--- config.mk ---
export PLATFORM = sky130hd
export DESIGN_NAME = idu_imm_seq
export DESIGN_NICKNAME = d
export VERILOG_FILES = /design/src/rtl/idu_imm_seq.sv
export SDC_FILE = /design/constraint.sdc
export NUM_CORES = 1
export LEC_CHECK = 0
export BUFFER_PORTS_ARGS = -buffer_cell sky130_fd_sc_hd__buf_2
export CAP_MARGIN = 20
export CORE_AREA = 2 2 126 103
export DETAILED_ROUTE_END_ITERATION = 8
export DIE_AREA = 0 0 128 105
export PLACE_DENSITY = 0.84
export SLEW_MARGIN = 20
export SYNTH_ARGS = -nofsm -noshare
export SYNTH_HDL_FRONTEND = slang
export SYNTH_SLANG_ARGS = --single-unit
--- constraint.sdc ---
create_clock -name clk -period 4.96 [get_ports clk]
set_clock_uncertainty 0.05 [all_clocks]
set_input_delay 0.248 -clock clk [delete_from_list [all_inputs] [get_ports clk]]
set_output_delay 0.248 -clock clk [all_outputs]
set_load 0.05 [all_outputs]
--- src/rtl/idu_imm_seq.sv ---
// Decode-stage sequencer: fetch handshake -> immediate generator -> registered decode bundle.
// Optional IDU_ILLEGAL_CHECK_EN adds the out_illegal flag and zeroes out_imm for unsupported opcodes.
module idu_imm_seq #(
  parameter int unsigned CNT_W = 32
) (
  input  logic             clk,
  input  logic             rst_n,
  input  logic             in_valid,
  input  logic [31:0]      in_inst,
  output logic             in_ready,
  input  logic             flush,
  output logic [2:0]       ig_itype,
  output logic [31:0]      ig_inst,
  input  logic [31:0]      ig_imm,
  output logic             out_valid,
  input  logic             out_ready,
  output logic [31:0]      out_imm,
  output logic [2:0]       out_itype,
  output logic [6:0]       out_opcode,
  output logic [4:0]       out_rd,
  output logic [4:0]       out_rs1,
  output logic [4:0]       out_rs2,
  output logic [2:0]       out_funct3,
`ifdef IDU_ILLEGAL_CHECK_EN
  output logic             out_illegal,
`endif
  output logic [CNT_W-1:0] dec_cnt
);

  typedef enum logic [2:0] {
    IT_NULL = 3'd0,
    IT_I    = 3'd1,
    IT_U    = 3'd2,
    IT_J    = 3'd3,
    IT_S    = 3'd4,
    IT_B    = 3'd5
  } itype_e;

  typedef enum logic [1:0] {
    S_IDLE,
    S_EVAL,
    S_OUT
  } state_e;

  function automatic itype_e itype_of(input logic [6:0] op);
    case (op)
      7'b0110111, 7'b0010111:                         itype_of = IT_U;
      7'b1101111:                                     itype_of = IT_J;
      7'b1100111, 7'b0000011, 7'b0010011, 7'b1110011: itype_of = IT_I;
      7'b0100011:                                     itype_of = IT_S;
      7'b1100011:                                     itype_of = IT_B;
      default:                                        itype_of = IT_NULL;
    endcase
  endfunction

`ifdef IDU_ILLEGAL_CHECK_EN
  function automatic logic is_illegal(input logic [6:0] op);
    case (op)
      7'b0110111, 7'b0010111, 7'b1101111, 7'b1100111, 7'b0000011,
      7'b0010011, 7'b1110011, 7'b0100011, 7'b1100011, 7'b0110011:
        is_illegal = 1'b0;
      default:
        is_illegal = 1'b1;
    endcase
  endfunction
`endif

  state_e           state_q, state_d;
  itype_e           ig_itype_q, ig_itype_d;
  logic [31:0]      ig_inst_q, ig_inst_d;
  logic [31:0]      out_imm_q, out_imm_d;
  itype_e           out_itype_q, out_itype_d;
  logic [6:0]       out_opcode_q, out_opcode_d;
  logic [4:0]       out_rd_q, out_rd_d;
  logic [4:0]       out_rs1_q, out_rs1_d;
  logic [4:0]       out_rs2_q, out_rs2_d;
  logic [2:0]       out_funct3_q, out_funct3_d;
  logic [CNT_W-1:0] dec_cnt_q, dec_cnt_d;
  logic [31:0]      b_imm;
  logic [31:0]      imm_sel;
`ifdef IDU_ILLEGAL_CHECK_EN
  logic             out_illegal_q, out_illegal_d;
  logic             eval_illegal;
`endif

  // The generator does not handle B; that immediate is assembled here.
  assign b_imm = {{20{ig_inst_q[31]}}, ig_inst_q[7], ig_inst_q[30:25], ig_inst_q[11:8], 1'b0};

  always_comb begin
    imm_sel = (ig_itype_q == IT_B) ? b_imm : ig_imm;
`ifdef IDU_ILLEGAL_CHECK_EN
    eval_illegal = is_illegal(ig_inst_q[6:0]);
    if (eval_illegal) begin
      imm_sel = '0;
    end
`endif
  end

  always_comb begin
    state_d      = state_q;
    ig_itype_d   = ig_itype_q;
    ig_inst_d    = ig_inst_q;
    out_imm_d    = out_imm_q;
    out_itype_d  = out_itype_q;
    out_opcode_d = out_opcode_q;
    out_rd_d     = out_rd_q;
    out_rs1_d    = out_rs1_q;
    out_rs2_d    = out_rs2_q;
    out_funct3_d = out_funct3_q;
    dec_cnt_d    = dec_cnt_q;
`ifdef IDU_ILLEGAL_CHECK_EN
    out_illegal_d = out_illegal_q;
`endif

    // Flush gates in_ready, so an accept below can never coincide with a flush.
    in_ready  = !flush && ((state_q == S_IDLE) || ((state_q == S_OUT) && out_ready));
    out_valid = (state_q == S_OUT);

    if (in_valid && in_ready) begin
      ig_inst_d  = in_inst;
      ig_itype_d = itype_of(in_inst[6:0]);
    end

    if (flush) begin
      state_d = S_IDLE;
    end else begin
      case (state_q)
        S_IDLE: begin
          if (in_valid) begin
            state_d = S_EVAL;
          end
        end
        S_EVAL: begin
          out_imm_d    = imm_sel;
          out_itype_d  = ig_itype_q;
          out_opcode_d = ig_inst_q[6:0];
          out_rd_d     = ig_inst_q[11:7];
          out_funct3_d = ig_inst_q[14:12];
          out_rs1_d    = ig_inst_q[19:15];
          out_rs2_d    = ig_inst_q[24:20];
`ifdef IDU_ILLEGAL_CHECK_EN
          out_illegal_d = eval_illegal;
`endif
          state_d = S_OUT;
        end
        S_OUT: begin
          if (out_ready) begin
            dec_cnt_d = dec_cnt_q + CNT_W'(1);
            state_d   = in_valid ? S_EVAL : S_IDLE;
          end
        end
        default: state_d = S_IDLE;
      endcase
    end
  end

  always_ff @(posedge clk or negedge rst_n) begin
    if (!rst_n) begin
      state_q      <= S_IDLE;
      ig_itype_q   <= IT_NULL;
      ig_inst_q    <= '0;
      out_imm_q    <= '0;
      out_itype_q  <= IT_NULL;
      out_opcode_q <= '0;
      out_rd_q     <= '0;
      out_rs1_q    <= '0;
      out_rs2_q    <= '0;
      out_funct3_q <= '0;
      dec_cnt_q    <= '0;
`ifdef IDU_ILLEGAL_CHECK_EN
      out_illegal_q <= 1'b0;
`endif
    end else begin
      state_q      <= state_d;
      ig_itype_q   <= ig_itype_d;
      ig_inst_q    <= ig_inst_d;
      out_imm_q    <= out_imm_d;
      out_itype_q  <= out_itype_d;
      out_opcode_q <= out_opcode_d;
      out_rd_q     <= out_rd_d;
      out_rs1_q    <= out_rs1_d;
      out_rs2_q    <= out_rs2_d;
      out_funct3_q <= out_funct3_d;
      dec_cnt_q    <= dec_cnt_d;
`ifdef IDU_ILLEGAL_CHECK_EN
      out_illegal_q <= out_illegal_d;
`endif
    end
  end

  assign ig_itype   = ig_itype_q;
  assign ig_inst    = ig_inst_q;
  assign out_imm    = out_imm_q;
  assign out_itype  = out_itype_q;
  assign out_opcode = out_opcode_q;
  assign out_rd     = out_rd_q;
  assign out_rs1    = out_rs1_q;
  assign out_rs2    = out_rs2_q;
  assign out_funct3 = out_funct3_q;
  assign dec_cnt    = dec_cnt_q;
`ifdef IDU_ILLEGAL_CHECK_EN
  assign out_illegal = out_illegal_q;
`endif

endmodule

======== Word level (Yosys, flattened, before mapping) ========
Cells that the tools add are included.
W data, S select, Z words.
word-level totals
  logic and storage cells ................. 45
  bits of input ports ..................... 69
  bits in registers ....................... 129
operators by class
  reductions and logical operators ........ 11
  bitwise logic cells ..................... 1
  add/subtract/negate cells ............... 1
  mux-type cells .......................... 7
  eq/ne operators ......................... 14
operators with widths
  kind                     number
  $add A32 B1 Y32 const B  1
  $mux W32                 1
  $eq A7 B7 Y1 const B     4
  $pmux W3 S5              1
  $eq A7 B5 Y1 const B     2
  $eq A7 B6 Y1 const B     2
  $eq A7 B2 Y1 const B     1
  $mux W2                  3
  $pmux W2 S3              1
  $reduce_and A2 Y1        2
  $reduce_or A4 Y1         1
  $eq A3 B3 Y1 const B     1
  $logic_and A1 B1 Y1      3
  $ne A3 B2 Y1 const B     1
  $ne A3 B3 Y1 const B     1
  $reduce_and A3 Y1        1
  $eq A2 B1 Y1 const B     1
  $eq A2 B2 Y1 const B     1
  $logic_not A2 Y1         1
  $reduce_or A2 Y1         1
  $logic_not A1 Y1         1
  $logic_or A1 B1 Y1       1
  $mux W1                  1
  $not A1 Y1               1

======== Depth between registers and ports, before layout ========
  word-level depth ........................ 5
  mapped depth ............................ 6

======== Worst setup path after synthesis ========
No wires, ideal clock.
  path type ............................... register to register
  from .................................... register dec_cnt_q[5], in the netlist dec_cnt[5]
  to ...................................... register dec_cnt_q[27], in the netlist dec_cnt[27]
  slack ................................... 3.064 ns
  data required time ...................... 4.767 ns
  stages on the path, launching flop included .. 6
  path buffers ............................ 1
  data arrival time ....................... 1.703 ns
  clock period less this slack ............ 1.896 ns
  cells stage by stage .................... dfrtp_1 > nand4_4 > nor4_4 > buf_6 > nand4_2 > xnor2_1
on the way
  cells in the longest elaborated chain, start to end .. 1
ends and longest elaborated chain
  element                   line  text
  start: declaration        78    logic [CNT_W-1:0] dec_cnt_q, dec_cnt_d;
  start signal: assignment  184   dec_cnt_q <= dec_cnt_d;
  $add A32 B1 Y32           148   dec_cnt_d = dec_cnt_q + CNT_W'(1);
No other way between the ends.
A chain may end at the register's enable or synchronous reset.

======== Worst setup path in the final report ========
  from .................................... register state_q[1]
  to ...................................... register out_rd_q[3], in the netlist out_rd[3]
on the way
  cells in the longest elaborated chain, start to end .. 2
ends and longest elaborated chain
  element                             line  text
  start: declaration                  68    state_e state_q, state_d;
  start signal: assignment            174   state_q <= state_d;
  $eq A2 B1 Y1                        127   case (state_q)
  $reduce_and A2 Y1 (no source line)  --
  end signal: assignment              180   out_rd_q <= out_rd_d;
  end: declaration                    74    logic [4:0] out_rd_q, out_rd_d;
No other way between the ends.

==> impl_metrics.env <==
export IMPL_overflow=0
export IMPL_critical_path_slowest_cell="buf_4"
export IMPL_clkSinkCount=129
export IMPL_clk_path_buf_depth=2
export IMPL_netlist_area_sq_um=5388
export IMPL_hold_path_class="primary input to register"
export IMPL_grt_usage_pct=19.83
export IMPL_routed_via_density=5.207
export IMPL_slew_viol_final=0
export IMPL_die_h_um=105
export IMPL_synth_flop_cell="dfrtp_1"
export IMPL_cts_resized=0
export IMPL_cts_inserted_buffers=17
export IMPL_layout_drive_gt1_share_pct=46.43
export IMPL_synth_distinct_cells=36
export IMPL_grt_pass1_vias=4274
export IMPL_antenna_found_initial=0
export IMPL_cp_max_fo=92
export IMPL_coreArea_sq_um=12070
export IMPL_dp_cells=764
export IMPL_fillers=981
export IMPL_setup_slack_ns=2.813
export IMPL_rsz0062_at_grt="false"
export IMPL_critPathLaunchType="register"
export IMPL_clk_latency_ns=0.40
export IMPL_ctsRootBufferMaster="clkbuf_16"
export IMPL_grt_pass1_wl_mm=21.07
export IMPL_ir_worst_vdd_mv=0.2857
export IMPL_drc=0
export IMPL_cts_tree="done"
export IMPL_die_w_um=128
export IMPL_fin_crit_sh_pct=43.28
export IMPL_p_leak_nw=3.482
export IMPL_wl_mm=12.92
export IMPL_start_util_pct=44.63
export IMPL_cp_top_family="buffers and inverters"
export IMPL_firstDrtPassIters=5
export IMPL_path_buf_inv=1
export IMPL_slowest_delay_ns=0.69
export IMPL_status="completed"
export IMPL_diodes=0
export IMPL_clock_fmax_mhz=465.9
export IMPL_dieArea_sq_um=13440
export IMPL_critical_path_cell_chain="nand2b_1, nor2_4, buf_4, mux2_2"
export IMPL_period_minus_slack_ns=2.147
export IMPL_setup_tns_ns=0
export IMPL_powerDensity_nw_per_um2=536.5
export IMPL_yosysSeqAreaShare_pct=59.92
export IMPL_crit_arrival_ns=2.38
export IMPL_use_met2_pct=33.23
export IMPL_vias=4145
export IMPL_top_usage_layer="met2"
export IMPL_instances_no_fill=796
export IMPL_rows=36
export IMPL_end_kind="register"
export IMPL_pre_cts_ws_ns=2.696
export IMPL_hold_viol_final=0
export IMPL_port_buffers=197
export IMPL_io_pins=198
export IMPL_route_antenna_remaining_nets=0
export IMPL_synth_avg_cell_area_sq_um=12.39
export IMPL_synth_cells=435
export IMPL_use_met1_pct=23.93
export IMPL_async_reset_ff_share_pct=100.0
export IMPL_required_ns=5.19
export IMPL_whs_ns=0.01645
export IMPL_synth_edff_count=0
export IMPL_drv_cap=0
export IMPL_worstMarginPinSlew_ns=0.9893
export IMPL_clk_pin_slew_ns=0.05
export IMPL_setup_viol=0
export IMPL_grtUsageMet3_pct=6.912
export IMPL_drtIter0Drc=165
export IMPL_synth_seq_cells=129
export IMPL_ys_warn_count=0
export IMPL_place_congestion=0.8100
export IMPL_synthesis_nets=505
export IMPL_worstSetupPathType="register to register"
export IMPL_nNetsFinal=702
export IMPL_wl_per_cell_um=16.23
export IMPL_slew_headroom_pct=34.05
export IMPL_place_hpwl_mm=9.071
export IMPL_h_tree_depth=4
export IMPL_grt_max_degree=93
export IMPL_power_w=0.003782
export IMPL_syn_to_final_growth_pct=30.84
path summary, 6_finish.rpt:
kind,startpoint,to,slack [ns],cells after the start
max reg2reg,state_q[1]$_DFFE_PN0P_,out_rd[3]$_DFFE_PN0P_,2.81,4
min in group asynchronous,rst_n,ig_inst[19]$_DFFE_PN0P_,0.47,2
max,state_q[1]$_DFFE_PN0P_,out_rd[3]$_DFFE_PN0P_,2.81,4
min,in_inst[31],ig_inst[31]$_DFFE_PN0P_,0.02,3
min reg2reg,dec_cnt[31]$_DFFE_PN0P_,dec_cnt[31]$_DFFE_PN0P_,0.43,1
max in group asynchronous,rst_n,dec_cnt[5]$_DFFE_PN0P_,3.11,3
registers in the layout (all words and copies together) (netlist names), 5 cells and up:
name / flops
ig_inst: 32
dec_cnt: 32
out_rd: 5
out_rs1: 5
out_imm: 32
out_rs2: 5
out_opcode: 7
per-stage QoR:
| stage | instance area [sq um] | util (%) |
|---|---|---|
| 4_1_cts | 7047 | 58.37 |
| 6_report | 7049 | 58.40 |
| 3_5_place_dp | 6481 | 53.69 |
| 5_1_grt | 7049 | 58.40 |
| 3_3_place_gp | 6481 | 53.69 |
| 2_1_floorplan | 5388 | - |
cells in the mapped netlist (2+ instances only):
master | number | area [sq um]
a21oi_1 | 52 | 260.3
a31oi_1 | 2 | 12.51
and2_1 | 2 | 12.51
and3_1 | 4 | 25.02
buf_1 | 3 | 11.26
buf_2 | 14 | 70.07
buf_4 | 2 | 15.01
clkbuf_1 | 4 | 15.01
dfrtp_1 | 129 | 3228
inv_1 | 10 | 37.54
mux2_2 | 61 | 686.9
mux2i_1 | 11 | 110.1
nand2_1 | 11 | 41.29
nand3_1 | 19 | 95.09
nand3b_1 | 2 | 15.01
nand4_1 | 13 | 81.33
nand4_2 | 2 | 25.02
nor2_1 | 40 | 150.1
nor2b_1 | 2 | 12.51
nor3_1 | 4 | 20.02
o21ai_0 | 2 | 10.01
o22ai_1 | 2 | 12.51
xnor2_1 | 28 | 245.2
xor2_1 | 4 | 35.03
per-layer routing:
metal / vias to the layer above / share of wire [%]
li1: 1915 / -
met1: 2031 / 41
met2: 185 / 49
met3: 14 / 8.7
met4: 0 / 0.98
met5: - / 0
timing repair:
item                                   CTS  global route
setup buffers                            0             0
endpoints found under the hold margin   68             0
hold buffers                             1             0
layout make-up:
class	count	area [sq um]	area share, %
Multi-Input combinational cell	272	2009	28.51
Inverter	10	37.54	0.5325
Sequential cell	129	3228	45.79
Timing Repair Buffer	202	1028	14.59
Clock inverter	4	22.52	0.3195
Clock buffer	27	533.0	7.561
Tap cell	152	190.2	2.698
report_power, final:
part	leakage [nW]	internal [W]	switching, W
clock network	0.275	0.000727	0.000415
logic	1.62	0.000306	0.000953
registers	1.59	0.00126	0.000125
placed cells by master, fill, tap and decap left out, drive strengths merged, types with 2 or more instances in the layout:
master    n
a21oi    52
a31oi     2
and2      2
and3      4
buf     201
clkbuf   27
clkinv    3
dfrtp   129
inv      10
mux2     61
mux2i    11
nand2    11
nand3    20
nand3b    2
nand4    16
nor2     40
nor2b     2
nor3      4
nor4      2
o21ai     2
o22ai     2
xnor2    28
xor2      4
worst register-to-register path, cell delays in order, from the launching register on:
cell      delay, ns
dfrtp_1        0.43
nand2b_1       0.22
nor2_4         0.10
buf_4          0.69
mux2_2         0.54
kinds of logic after synthesis:
kind of cell               count (synthesis)  synth area share, %
DFF                                      129                59.92
muxes                                     72                14.79
adders and majority gates                  1               0.2322
AOI/OAI and AO/OA                         60                6.131
and+or+nand+nor                          107                10.75
xor gates and xnor gates                  32                5.202
buffers and inverters                     34                2.973
Power figures use the tool's default switching activity.
